### src/rtl/dma_multi_channel_if.sv
// dma_multi_channel_if: bus arbitration and word-access signals between the DMA master and memory/CPU side
interface dma_multi_channel_if #(
  parameter int ADDR_W = 32,
  parameter int DATA_W = 32
);
  logic              bus_req;
  logic              bus_grant;
  logic [ADDR_W-1:0] mem_addr;
  logic              mem_rd;
  logic              mem_wr;
  logic [DATA_W-1:0] mem_wdata;
  logic [DATA_W-1:0] mem_rdata;
  logic              mem_ready;
  modport master (
    output bus_req, mem_addr, mem_rd, mem_wr, mem_wdata,
    input  bus_grant, mem_rdata, mem_ready
  );
  modport slave (
    input  bus_req, mem_addr, mem_rd, mem_wr, mem_wdata,
    output bus_grant, mem_rdata, mem_ready
  );
endinterface

### src/rtl/dma_multi_channel.sv
// dma_multi_channel: round-robin multi-channel read-then-write DMA with burst and dreq-paced modes.
// Define DMA_IRQ_EN to enable the IE control bit and the irq output; otherwise DONE must be polled.
module dma_multi_channel #(
  parameter int ADDR_W    = 32,
  parameter int DATA_W    = 32,
  parameter int NUM_CH    = 2,
  parameter int CNT_W     = 16,
  parameter int ADDR_STEP = 4
) (
  input  logic                      clk,
  input  logic                      rst,
  input  logic                      cfg_wr_i,
  input  logic [$clog2(NUM_CH)+1:0] cfg_addr_i,
  input  logic [DATA_W-1:0]         cfg_wdata_i,
  output logic [DATA_W-1:0]         cfg_rdata_o,
  input  logic [NUM_CH-1:0]         dreq_i,
  output logic [NUM_CH-1:0]         dack_o,
  output logic                      irq_o,
  dma_multi_channel_if.master       bus
);
  localparam int CH_W = $clog2(NUM_CH);
  typedef enum logic [2:0] {IDLE, REQ, RD, WR, UPD} state_t;
  state_t            state_q, state_d;
  logic [CH_W-1:0]   ch_q, ch_d, rr_q, rr_d, sel;
  logic [DATA_W-1:0] buf_q, buf_d;
  logic [ADDR_W-1:0] src_q [NUM_CH];
  logic [ADDR_W-1:0] src_d [NUM_CH];
  logic [ADDR_W-1:0] dst_q [NUM_CH];
  logic [ADDR_W-1:0] dst_d [NUM_CH];
  logic [CNT_W-1:0]  cnt_q [NUM_CH];
  logic [CNT_W-1:0]  cnt_d [NUM_CH];
  logic [5:0]        ctrl_q [NUM_CH];
  logic [5:0]        ctrl_d [NUM_CH];
  logic [NUM_CH-1:0] elig, served;
  logic [CH_W-1:0]   cfg_ch;
  logic [1:0]        cfg_reg;
  logic [CNT_W-1:0]  cnt_n;
  logic              ie_w;
  assign cfg_ch  = cfg_addr_i[CH_W+1:2];
  assign cfg_reg = cfg_addr_i[1:0];
  assign cnt_n   = cnt_q[ch_q] == '0 ? '0 : cnt_q[ch_q] - CNT_W'(1);
  assign cfg_rdata_o = cfg_reg == 2'd0 ? DATA_W'(src_q[cfg_ch]) :
                       cfg_reg == 2'd1 ? DATA_W'(dst_q[cfg_ch]) :
                       cfg_reg == 2'd2 ? DATA_W'(cnt_q[cfg_ch]) : DATA_W'(ctrl_q[cfg_ch]);
`ifdef DMA_IRQ_EN
  logic [NUM_CH-1:0] done_ie;
  assign ie_w = cfg_wdata_i[5];
  always_comb
    for (int c = 0; c < NUM_CH; c++) done_ie[c] = ctrl_q[c][4] & ctrl_q[c][5];
  assign irq_o = |done_ie;
`else
  assign ie_w  = 1'b0;
  assign irq_o = 1'b0;
`endif
  always_comb
    for (int c = 0; c < NUM_CH; c++) begin
      elig[c]   = ctrl_q[c][0] && cnt_q[c] != '0 && (ctrl_q[c][1] || dreq_i[c]);
      served[c] = state_q != IDLE && ch_q == CH_W'(c);
    end
  // Scan downward so the closest eligible channel at or after rr wins.
  always_comb begin
    sel = rr_q;
    for (int i = NUM_CH - 1; i >= 0; i--)
      if (elig[rr_q + CH_W'(i)]) sel = rr_q + CH_W'(i);
  end
  always_comb begin
    state_d = state_q;
    ch_d    = ch_q;
    rr_d    = rr_q;
    buf_d   = buf_q;
    case (state_q)
      IDLE: if (|elig) begin
        ch_d    = sel;
        state_d = REQ;
      end
      REQ: state_d = !ctrl_q[ch_q][0] ? IDLE : bus.bus_grant ? RD : REQ;
      RD: if (bus.mem_ready) begin
        buf_d   = bus.mem_rdata;
        state_d = WR;
      end
      WR: state_d = bus.mem_ready ? UPD : WR;
      UPD: if (!ctrl_q[ch_q][0] || cnt_n == '0 || !ctrl_q[ch_q][1]) begin
        state_d = IDLE;
        rr_d    = ch_q + CH_W'(1);
      end else state_d = bus.bus_grant ? RD : REQ;
      default: state_d = IDLE;
    endcase
  end
  // Hardware updates come after config writes so a DONE set beats a same-cycle W1C.
  always_comb
    for (int c = 0; c < NUM_CH; c++) begin
      src_d[c]  = src_q[c];
      dst_d[c]  = dst_q[c];
      cnt_d[c]  = cnt_q[c];
      ctrl_d[c] = ctrl_q[c];
      if (cfg_wr_i && cfg_ch == CH_W'(c)) begin
        if (cfg_reg == 2'd0 && !served[c]) src_d[c] = ADDR_W'(cfg_wdata_i);
        if (cfg_reg == 2'd1 && !served[c]) dst_d[c] = ADDR_W'(cfg_wdata_i);
        if (cfg_reg == 2'd2 && !served[c]) cnt_d[c] = CNT_W'(cfg_wdata_i);
        if (cfg_reg == 2'd3) ctrl_d[c] = {ie_w, ctrl_q[c][4] & ~cfg_wdata_i[4], cfg_wdata_i[3:0]};
      end
      if (state_q == UPD && ch_q == CH_W'(c)) begin
        cnt_d[c] = cnt_n;
        if (ctrl_q[c][2]) src_d[c] = src_q[c] + ADDR_W'(ADDR_STEP);
        if (ctrl_q[c][3]) dst_d[c] = dst_q[c] + ADDR_W'(ADDR_STEP);
        if (ctrl_q[c][0] && cnt_n == '0) begin
          ctrl_d[c][4] = 1'b1;
          ctrl_d[c][0] = 1'b0;
        end
      end
      if (ctrl_q[c][0] && cnt_q[c] == '0 && !served[c]) begin
        ctrl_d[c][4] = 1'b1;
        ctrl_d[c][0] = 1'b0;
      end
    end
  always_ff @(posedge clk or posedge rst)
    if (rst) begin
      state_q <= IDLE;
      ch_q    <= '0;
      rr_q    <= '0;
      buf_q   <= '0;
      src_q   <= '{default: '0};
      dst_q   <= '{default: '0};
      cnt_q   <= '{default: '0};
      ctrl_q  <= '{default: '0};
    end else begin
      state_q <= state_d;
      ch_q    <= ch_d;
      rr_q    <= rr_d;
      buf_q   <= buf_d;
      src_q   <= src_d;
      dst_q   <= dst_d;
      cnt_q   <= cnt_d;
      ctrl_q  <= ctrl_d;
    end
  assign bus.bus_req   = state_q != IDLE;
  assign bus.mem_rd    = state_q == RD;
  assign bus.mem_wr    = state_q == WR;
  assign bus.mem_addr  = state_q == RD ? src_q[ch_q] : state_q == WR ? dst_q[ch_q] : '0;
  assign bus.mem_wdata = state_q == WR ? buf_q : '0;
  assign dack_o        = (state_q == UPD && !ctrl_q[ch_q][1]) ? NUM_CH'(1) << ch_q : '0;
endmodule

### src/flat_wrapper.sv
// flat-port wrapper written by rule: the top's interface ports become plain ports
module dma_multi_channel_flat 
#(
  parameter int ADDR_W    = 32,
  parameter int DATA_W    = 32,
  parameter int NUM_CH    = 2,
  parameter int CNT_W     = 16,
  parameter int ADDR_STEP = 4
)
  (clk, rst, cfg_wr_i, cfg_addr_i, cfg_wdata_i, cfg_rdata_o, dreq_i, dack_o, irq_o, bus_bus_req, bus_mem_addr, bus_mem_rd, bus_mem_wr, bus_mem_wdata, bus_bus_grant, bus_mem_rdata, bus_mem_ready);
  dma_multi_channel_if #(.ADDR_W(ADDR_W), .DATA_W(DATA_W)) bus_i ();
  input  logic clk;
  input  logic rst;
  input  logic cfg_wr_i;
  input  logic [$clog2(NUM_CH)+1:0] cfg_addr_i;
  input  logic [DATA_W-1:0] cfg_wdata_i;
  output logic [DATA_W-1:0] cfg_rdata_o;
  input  logic [NUM_CH-1:0] dreq_i;
  output logic [NUM_CH-1:0] dack_o;
  output logic irq_o;
  output wire logic [$bits(bus_i.bus_req)-1:0] bus_bus_req;
  output wire logic [$bits(bus_i.mem_addr)-1:0] bus_mem_addr;
  output wire logic [$bits(bus_i.mem_rd)-1:0] bus_mem_rd;
  output wire logic [$bits(bus_i.mem_wr)-1:0] bus_mem_wr;
  output wire logic [$bits(bus_i.mem_wdata)-1:0] bus_mem_wdata;
  input wire logic [$bits(bus_i.bus_grant)-1:0] bus_bus_grant;
  input wire logic [$bits(bus_i.mem_rdata)-1:0] bus_mem_rdata;
  input wire logic [$bits(bus_i.mem_ready)-1:0] bus_mem_ready;
  assign bus_bus_req = bus_i.bus_req;
  assign bus_mem_addr = bus_i.mem_addr;
  assign bus_mem_rd = bus_i.mem_rd;
  assign bus_mem_wr = bus_i.mem_wr;
  assign bus_mem_wdata = bus_i.mem_wdata;
  assign bus_i.bus_grant = bus_bus_grant;
  assign bus_i.mem_rdata = bus_mem_rdata;
  assign bus_i.mem_ready = bus_mem_ready;
  dma_multi_channel #(.ADDR_W(ADDR_W), .DATA_W(DATA_W), .NUM_CH(NUM_CH), .CNT_W(CNT_W), .ADDR_STEP(ADDR_STEP)) u_core (.clk(clk), .rst(rst), .cfg_wr_i(cfg_wr_i), .cfg_addr_i(cfg_addr_i), .cfg_wdata_i(cfg_wdata_i), .cfg_rdata_o(cfg_rdata_o), .dreq_i(dreq_i), .dack_o(dack_o), .irq_o(irq_o), .bus(bus_i));
endmodule
### config.mk
export PLATFORM = sky130hd
export DESIGN_NAME = dma_multi_channel_flat
export DESIGN_NICKNAME = d
export VERILOG_FILES = /design/src/rtl/dma_multi_channel_if.sv /design/src/rtl/dma_multi_channel.sv /design/src/flat_wrapper.sv
export SDC_FILE = /design/constraint.sdc
export NUM_CORES = 1
export LEC_CHECK = 0
export CAP_MARGIN = 0
export CORE_MARGIN = 3
export CORE_UTILIZATION = 35
export DETAILED_ROUTE_END_ITERATION = 8
export GPL_ROUTABILITY_DRIVEN = 0
export PLACE_DENSITY = 0.64
export SYNTH_ARGS = -nofsm -noshare
export SYNTH_HDL_FRONTEND = slang
export SYNTH_SLANG_ARGS = --single-unit
### constraint.sdc
create_clock -name clk -period 7.2 [get_ports clk]
set_input_delay 1.8 -clock clk [delete_from_list [all_inputs] [get_ports clk]]
set_output_delay 1.8 -clock clk [all_outputs]
set_load 0.02 [all_outputs]
==> results.json, run 1 <==
{
  "cts_resized": 0,
  "fill_cells": 3769,
  "yosysSeqAreaShare": 0.376,
  "max_cap_viol_count": 0,
  "avgSynthCellArea_um2": 8.97,
  "wirelength_um": 49600,
  "ys_ff_latch": 207,
  "cts_max_path_buffers": 3,
  "grt_pass1_wl_um": 76400,
  "ys_types": 72,
  "fin_worst_skew_ns": 0.0129,
  "root_buffer": "clkbuf_16",
  "io_buffers": 174,
  "hold_viol_final": 0,
  "boundaryPins": 176,
  "core.rowCount": 72,
  "first_iter_violations": 1663,
  "fmax_mhz": 166,
  "final_max_slew_viol_count": 0,
  "vias": 13200,
  "critPathKind": "input port to output pin",
  "cts_tree": "yes",
  "n_antenna_cell": 0,
  "grt_antenna_before_repair": 0,
  "synth_top_area_share": 0.376,
  "grt_pass1_vias": 13000,
  "synth_nets": 1615,
  "dieHeight_um": 204,
  "grt_max_degree": 176,
  "finalSetupViolCount": 0,
  "dpl.hpwl_um": 35100,
  "yosys.area.top_type": "dfrtp_1",
  "final.setup.tns_ns": 0,
  "timing.slew.headroom": 0.128,
  "cts_sinks": 207,
  "synthTopCellsByArea": "dfrtp_1, mux2i_1, mux4_2",
  "post_cts_buffers": 0,
  "irDropWorstVdd_mv": 0.169,
  "cp-start-kind": "input port",
  "grtUsageTotal": 0.230,
  "cp_max_fo": 23,
  "leakagePower_nw": 6.70,
  "ys_warn_count": 0,
  "rsz0062_at_grt": "no",
  "layout.nets": 1724,
  "vias_per_cell": 6.09,
  "cts_buffers": 25,
  "dr.pass1.iters": 6,
  "grt-ovfl-total": 0,
  "post-route-min-period_ns": 6.02,
  "netlist_instances": 1536,
  "clk_pin_slew_ns": 0.05,
  "crit_required_ns": 5.40,
  "drc_errors": 0,
  "start_util": 0.356,
  "cp.arrival_ns": 4.22,
  "ys.flop_type": "dfrtp_1",
  "async_flop_share": 1.00,
  "utilization": 0.430,
  "end_kind": "output pin",
  "syn2layout_area_growth_pct": 21.0,
  "min_path_type": "register to register",
  "core-area_um2": 38700,
  "syn_area_um2": 13800,
  "status": "finished, final reports clean",
  "ctsHoldBuffers": 0,
  "antenna_left": 0,
  "die_w_um": 204,
  "wl_per_cell_um": 22.8,
  "die-area_um2": 41800,
  "htreeDepth": 1,
  "p_per_area_nw_per_um2": 405,
  "synth-edff-count": 0,
  "drive_above_1_share": 0.109,
  "clock_latency_ns": 0.53,
  "whs_ns": 0.498,
  "min_period_over_period": 0.836,
  "worst_pin_slew_ns": 1.30
}
-- per-layer routing --
metal / up-vias / GRT usage / part of all wire
li1: 5970 / - / -
met1: 6510 / 0.317 / 0.42
met2: 668 / 0.364 / 0.46
met3: 100 / 0.0440 / 0.091
met4: 0 / 0.0750 / 0.032
met5: - / 0 / 0
-- cell families (layout without fill, tap and decap cells) --
kind of cell	count (synthesis)	count (layout)	share of synthesized area
AOI/OAI and AO/OA	387	387	0.182
xor gates and xnor gates	12	12	0.00763
adders and majority gates	5	5	0.00454
buffers and inverters	150	273	0.0430
DFF	207	207	0.376
muxes	198	198	0.180
other	1	1	0.000272
and+or+nand+nor	576	576	0.207
-- worst paths after layout --
path / slack (ns) / startpoint / cells after the start / to
setup / recovery: 1.18 / cfg_addr_i[0] / 5 / cfg_rdata_o[1]
hold / removal: 0.50 / u_core.buf_q[26] / 1 / u_core.buf_q[26]
setup reg to reg: 2.56 / u_core.ch_q / 9 / u_core.state_q[0]
hold reg to reg: 0.50 / u_core.buf_q[26] / 1 / u_core.buf_q[26]
max in group asynchronous: 3.98 / rst / 3 / u_core.ch_q
min in group asynchronous: 1.75 / rst / 2 / u_core.buf_q[21]
-- power breakdown --
group	internal (mW)	total (mW)	switching, mW
sequential	1.71	2.71	1.00
clock	0.708	1.21	0.506
combinational	1.41	2.83	1.42
-- synth_stat cells, drive strengths merged (3+ instances only) --
master  count
nand2b     11
mux4       34
dfrtp     207
xnor2       6
a22oi       6
a221o       5
o21ai      83
nor3       46
nor4       18
buf        25
nand3      49
a31o        3
a311oi     26
o211ai      7
o21a        5
clkbuf     89
o22ai      57
o221a       9
mux2       51
o32ai      10
nor3b       4
or3         5
nand4      23
or4         3
mux2i     113
nand2     144
nor4b       3
inv        36
ha          5
and2       12
nor2      151
xor2        6
nor2b      29
and4        6
a211oi     43
nand3b      3
a221oi      6
or2         4
a31oi      12
a21oi      97
and3       61
-- worst max-delay path, cell delays in order --
cell             delay, ns
buf_2                 0.48
nand2b_1              0.64
mux4_2                0.44
mux2_2                0.28
clkdlybuf4s50_1       0.56
-- area by class of cell --
cell class	count	area [um^2]	area share
clock buffers	35	703	0.0422
clock inverters	6	57.6	0.00345
inverters	36	139	0.00833
multi-input cells	1179	8030	0.482
flip-flops and latches	207	5180	0.311
well taps	518	648	0.0389
repair buffers	196	1910	0.114
-- through the flow --
stage | cells | worst slack (ns) | instance area, um^2 | power, mW
floorplan | 1536 | 1.88 | 13800 | 4.39
global placement | 2136 | 1.24 | 15900 | 5.40
detailed placement | 2136 | 1.15 | 15900 | 5.49
CTS | 2177 | 1.15 | 16700 | 6.72
global route | 2177 | 1.06 | 16700 | 7.16
finish | 2177 | 1.18 | 16700 | 6.76
-- state kept, by name (all words and copies together) (netlist names) --
signal and cells:
u_core.dst_q 64, u_core.buf_q 32, u_core.ctrl_q 10, u_core.cnt_q 32, u_core.state_q 3, u_core.ch_q 1
u_core.rr_q 1, u_core.src_q 64
-- cells in the final DEF (no fill, tap or decap), types with 12 or more instances in the layout --
master / netlist / routed
a211oi_1: 43 / 43
a21oi_1: 97 / 97
a311oi_1: 26 / 26
a31oi_1: 12 / 12
and2_1: 12 / 12
and3_1: 61 / 61
buf_4: 1 / 22
clkbuf_16: 0 / 25
clkdlybuf4s50_1: 0 / 171
dfrtp_1: 207 / 206
inv_1: 35 / 34
mux2_2: 51 / 51
mux2i_1: 112 / 112
mux4_2: 34 / 34
nand2_1: 144 / 144
nand3_1: 49 / 49
nand4_1: 23 / 23
nor2_1: 150 / 146
nor2b_1: 29 / 28
nor3_1: 45 / 43
nor4_1: 15 / 15
o21ai_0: 82 / 82
o22ai_1: 57 / 57
Power figures use the tool's default switching activity.
==> inputs of run 2 (changes only) <==
--- a/config.mk
+++ b/config.mk
@@ -10,7 +10,7 @@
 export CORE_UTILIZATION = 35
 export DETAILED_ROUTE_END_ITERATION = 8
 export GPL_ROUTABILITY_DRIVEN = 0
-export PLACE_DENSITY = 0.64
+export PLACE_DENSITY = 0.62
 export SYNTH_ARGS = -nofsm -noshare
 export SYNTH_HDL_FRONTEND = slang
 export SYNTH_SLANG_ARGS = --single-unit
==> constraint.sdc (replaced) <==
create_clock -name clk -period 5.6 [get_ports clk]
set_input_delay 1.4 -clock clk [delete_from_list [all_inputs] [get_ports clk]]
set_output_delay 1.4 -clock clk [all_outputs]
set_load 0.02 [all_outputs]
==> results.json, run 2 (synthesized netlist as in run 1, its figures left out) <==
{
  "reg2reg_slack_ns": 1.41,
  "cp.arrival_ns": 3.66,
  "post-route-min-period_ns": 5.06,
  "dpl.hpwl_um": 35500,
  "start_util": 0.356,
  "fill_cells": 3707,
  "top_regs": "u_core.dst_q (64), u_core.src_q (64)",
  "hold_viol_final": 0,
  "cts_resized": 0,
  "clk_pin_slew_ns": 0.05,
  "p_per_area_nw_per_um2": 529,
  "syn2layout_area_growth_pct": 22.9,
  "core.rowCount": 72,
  "rsz0062_at_grt": "no",
  "end_kind": "output pin",
  "vias": 13400,
  "pre_cts_ws_ns": 0.539,
  "dieHeight_um": 204,
  "boundaryPins": 176,
  "cp_max_fo": 16,
  "final.setup.tns_ns": 0,
  "status": "finished, final reports clean",
  "io_buffers": 174,
  "final_cell_mix": "dfrtp_1, clkdlybuf4s50_1, nor2_1",
  "clock_latency_ns": 0.54,
  "wl_per_cell_um": 23.0,
  "cp-start-kind": "input port",
  "min_path_type": "register to register",
  "htreeDepth": 1,
  "drive_above_1_share": 0.119,
  "n_antenna_cell": 0,
  "max_cap_viol_count": 0,
  "irDropWorstVdd_mv": 0.185,
  "leakagePower_nw": 6.85,
  "grtUsageTotal": 0.235,
  "critPathKind": "input port to output pin",
  "die-area_um2": 41800,
  "vias_per_cell": 6.12,
  "grt_pass1_wl_um": 77800,
  "drc_errors": 0,
  "utilization": 0.437,
  "ctsHoldBuffers": 0,
  "first_iter_violations": 1755,
  "dr.pass1.iters": 6,
  "cts_sinks": 207,
  "final_max_slew_viol_count": 0,
  "grt-ovfl-total": 0,
  "cts_buffers": 26,
  "wirelength_um": 50300,
  "grt_pass1_vias": 13000,
  "fin_worst_skew_ns": 0.0145,
  "timing.slew.headroom": 0.191,
  "grt_antenna_before_repair": 0,
  "finalSetupViolCount": 0,
  "min_period_over_period": 0.904,
  "grt_max_degree": 80,
  "worst_pin_slew_ns": 1.21,
  "die_w_um": 204,
  "worst_slack_ns": 0.536,
  "layout.nets": 1735,
  "fin_cells": 2193,
  "core-area_um2": 38700,
  "dpl.cell_count": 2146,
  "fmax_mhz": 197,
  "antenna_left": 0,
  "totalPowerFinal_mw": 8.95,
  "cts_tree": "yes",
  "crit_required_ns": 4.20,
  "final_common_cell": "dfrtp_1",
  "cts_max_path_buffers": 3,
  "post_cts_buffers": 0,
  "root_buffer": "clkbuf_16"
}
==> run 2: worst max-delay path, cell delays in order <==
cell             delay, ns
buf_2                 0.38
nand2b_1              0.60
mux4_2                0.33
nand2_1               0.05
o21ai_0               0.19
clkdlybuf4s50_1       0.69
==> run 2: area by class of cell <==
type / count / area (um^2) / share of cell area
Clock inverter: 13 / 169 / 0.00998
Multi-Input combinational cell: 1179 / 8030 / 0.474
Sequential cell: 207 / 5180 / 0.306
Tap cell: 518 / 648 / 0.0383
Clock buffer: 34 / 742 / 0.0438
Inverter: 36 / 139 / 0.00820
Timing Repair Buffer: 206 / 2020 / 0.119
==> run 2: worst paths after layout <==
| kind | startpoint | to | depth (start not counted) |
|---|---|---|---|
| min in group asynchronous | rst | u_core.buf_q[27] | 2 |
| setup / recovery | cfg_addr_i[0] | cfg_rdata_o[4] | 6 |
| hold / removal | u_core.buf_q[17] | u_core.buf_q[17] | 1 |
| setup reg to reg | u_core.ch_q | u_core.state_q[0] | 9 |
| max in group asynchronous | rst | u_core.src_q[13] | 3 |
| hold reg to reg | u_core.buf_q[17] | u_core.buf_q[17] | 1 |
==> run 2: metal layers <==
layer,share of wire,global-route usage,up-vias
li1,-,-,5983
met1,0.43,0.330,6690
met2,0.46,0.376,663
met3,0.085,0.0400,87
met4,0.025,0.0602,0
met5,0,0,-
==> run 2: power breakdown <==
| part | internal, mW | total, mW | switching [mW] | leakage, nW |
|---|---|---|---|---|
| Combinational | 1.82 | 3.71 | 1.89 | 4.00 |
| Sequential | 2.20 | 3.44 | 1.23 | 2.39 |
| Clock | 1.11 | 1.80 | 0.692 | 0.457 |
| Total | 5.14 | 8.95 | 3.81 | 6.85 |
==> run 2: through the flow <==
| stage | instance area [um^2] | hold WS, ns |
|---|---|---|
| 2_1_floorplan | 13800 | 0.462 |
| 3_5_place_dp | 16000 | 0.488 |
| 3_3_place_gp | 16000 | 0.480 |
| 4_1_cts | 16900 | 0.502 |
| 5_1_grt | 16900 | 0.515 |
| 6_report | 16900 | 0.499 |
==> inputs of run 3 (changes only) <==
--- a/config.mk
+++ b/config.mk
@@ -10,7 +10,6 @@
 export CORE_UTILIZATION = 35
 export DETAILED_ROUTE_END_ITERATION = 8
 export GPL_ROUTABILITY_DRIVEN = 0
-export PLACE_DENSITY = 0.62
 export SYNTH_ARGS = -nofsm -noshare
 export SYNTH_HDL_FRONTEND = slang
 export SYNTH_SLANG_ARGS = --single-unit
==> results.json, run 3 (synthesized netlist as in run 1, its figures left out) <==
{
  "layout.nets": 1731,
  "wl_per_cell_um": 23.2,
  "end_kind": "output pin",
  "ctsHoldBuffers": 0,
  "boundaryPins": 176,
  "status": "finished, final reports clean",
  "worst_pin_slew_ns": 1.20,
  "p_per_area_nw_per_um2": 525,
  "final_common_cell": "dfrtp_1",
  "cts_buffers": 25,
  "final_cell_mix": "dfrtp_1, clkdlybuf4s50_1, nor2_1",
  "syn2layout_area_growth_pct": 22.1,
  "clk_pin_slew_ns": 0.06,
  "dr.pass1.iters": 5,
  "cts_resized": 0,
  "top_regs": "u_core.dst_q (64), u_core.src_q (64)",
  "first_iter_violations": 1521,
  "critPathKind": "input port to output pin",
  "fin_cells": 2189,
  "power_frac_comb": 0.417,
  "cp.arrival_ns": 3.56,
  "io_buffers": 174,
  "fin_area_um2": 16800,
  "drc_errors": 0,
  "switchingPower_mw": 3.82,
  "htreeDepth": 1,
  "grtUsageTotal": 0.234,
  "final.setup.tns_ns": 0,
  "grt-ovfl-total": 0,
  "vias_per_cell": 6.07,
  "dpl-instance-area_um2": 16000,
  "fmax_mhz": 202,
  "clkPwrFrac": 0.192,
  "cts_max_path_buffers": 3,
  "switching_share": 0.432,
  "pwr-share-seq": 0.392,
  "p_int_mw": 5.02,
  "die-area_um2": 41800,
  "cp_max_fo": 16,
  "core-area_um2": 38700,
  "min_path_type": "register to register",
  "cp-start-kind": "input port",
  "irDropWorstVdd_mv": 0.290,
  "vias": 13300,
  "crit_required_ns": 4.20,
  "drive_above_1_share": 0.118,
  "min_period_over_period": 0.885,
  "finalSetupViolCount": 0,
  "post_cts_buffers": 0,
  "grt_antenna_before_repair": 0,
  "grt_pass1_vias": 12700,
  "n_antenna_cell": 0,
  "clock_latency_ns": 0.55,
  "hold_viol_final": 0,
  "antenna_left": 0,
  "cts_tree": "yes",
  "leakagePower_nw": 6.80,
  "fin_worst_skew_ns": 0.0230,
  "grt_max_degree": 98,
  "root_buffer": "clkbuf_16",
  "timing.slew.headroom": 0.200,
  "pre_cts_ws_ns": 0.669,
  "grt_pass1_wl_um": 77200,
  "core.rowCount": 72,
  "final_max_slew_viol_count": 0,
  "worst_slack_ns": 0.642,
  "cts_sinks": 207,
  "whs_ns": 0.498,
  "dieHeight_um": 204,
  "start_util": 0.356,
  "wirelength_um": 50700,
  "dpl.cell_count": 2143,
  "dpl.hpwl_um": 36000,
  "die_w_um": 204,
  "max_cap_viol_count": 0,
  "post-route-min-period_ns": 4.96,
  "rsz0062_at_grt": "no"
}
run 3: path summary, 6_finish.rpt:
kind                       slack [ns]  depth (start not counted)                 to        startpoint
min                              0.50                          1   u_core.buf_q[22]  u_core.buf_q[22]
min in group asynchronous        1.34                          2    u_core.cnt_q[4]               rst
max                              0.64                          5     cfg_rdata_o[3]     cfg_addr_i[1]
max reg2reg                      1.47                          9  u_core.state_q[0]       u_core.ch_q
min reg2reg                      0.50                          1   u_core.buf_q[22]  u_core.buf_q[22]
max in group asynchronous        3.26                          3   u_core.dst_q[10]               rst
run 3: worst max-delay path: stages:
cell             delay (ns)
buf_2                  0.39
nand2b_1               0.48
mux4_2                 0.41
mux2_2                 0.31
clkdlybuf4s50_1        0.55
run 3: per-layer routing:
layer / share of wire / wire length, um / global-route usage
met2: 0.46 / 23200 / 0.368
met3: 0.079 / 4020 / 0.0382
met4: 0.028 / 1440 / 0.0691
met1: 0.43 / 22000 / 0.333
met5: 0 / 0 / 0
run 3: power by group through the flow:
stage | clock, mW | combinational, mW | sequential (mW)
5_1_grt | 1.78 | 4.00 | 3.56
6_report | 1.70 | 3.68 | 3.46
3_3_place_gp | 0 | 3.58 | 3.42
4_1_cts | 1.72 | 3.68 | 3.41
3_5_place_dp | 0 | 3.66 | 3.42
2_1_floorplan | 0 | 2.81 | 2.83
run 3: area by class of cell:
| class | count | area [um^2] |
|---|---|---|
| tap | 518 | 648 |
| timing repair buffer | 203 | 1970 |
| multi-input combinational | 1179 | 8030 |
| inverter | 36 | 139 |
| clock inverter | 10 | 86.3 |
| clock buffer | 36 | 767 |
| sequential | 207 | 5180 |
| fill | 3806 | 21900 |
run 3: per-stage QoR:
stage          total power, mW  utilization
2_1_floorplan             5.64            -
3_3_place_gp              7.00        0.412
3_5_place_dp              7.08        0.412
4_1_cts                   8.80        0.434
5_1_grt                   9.35        0.434
6_report                  8.84        0.434
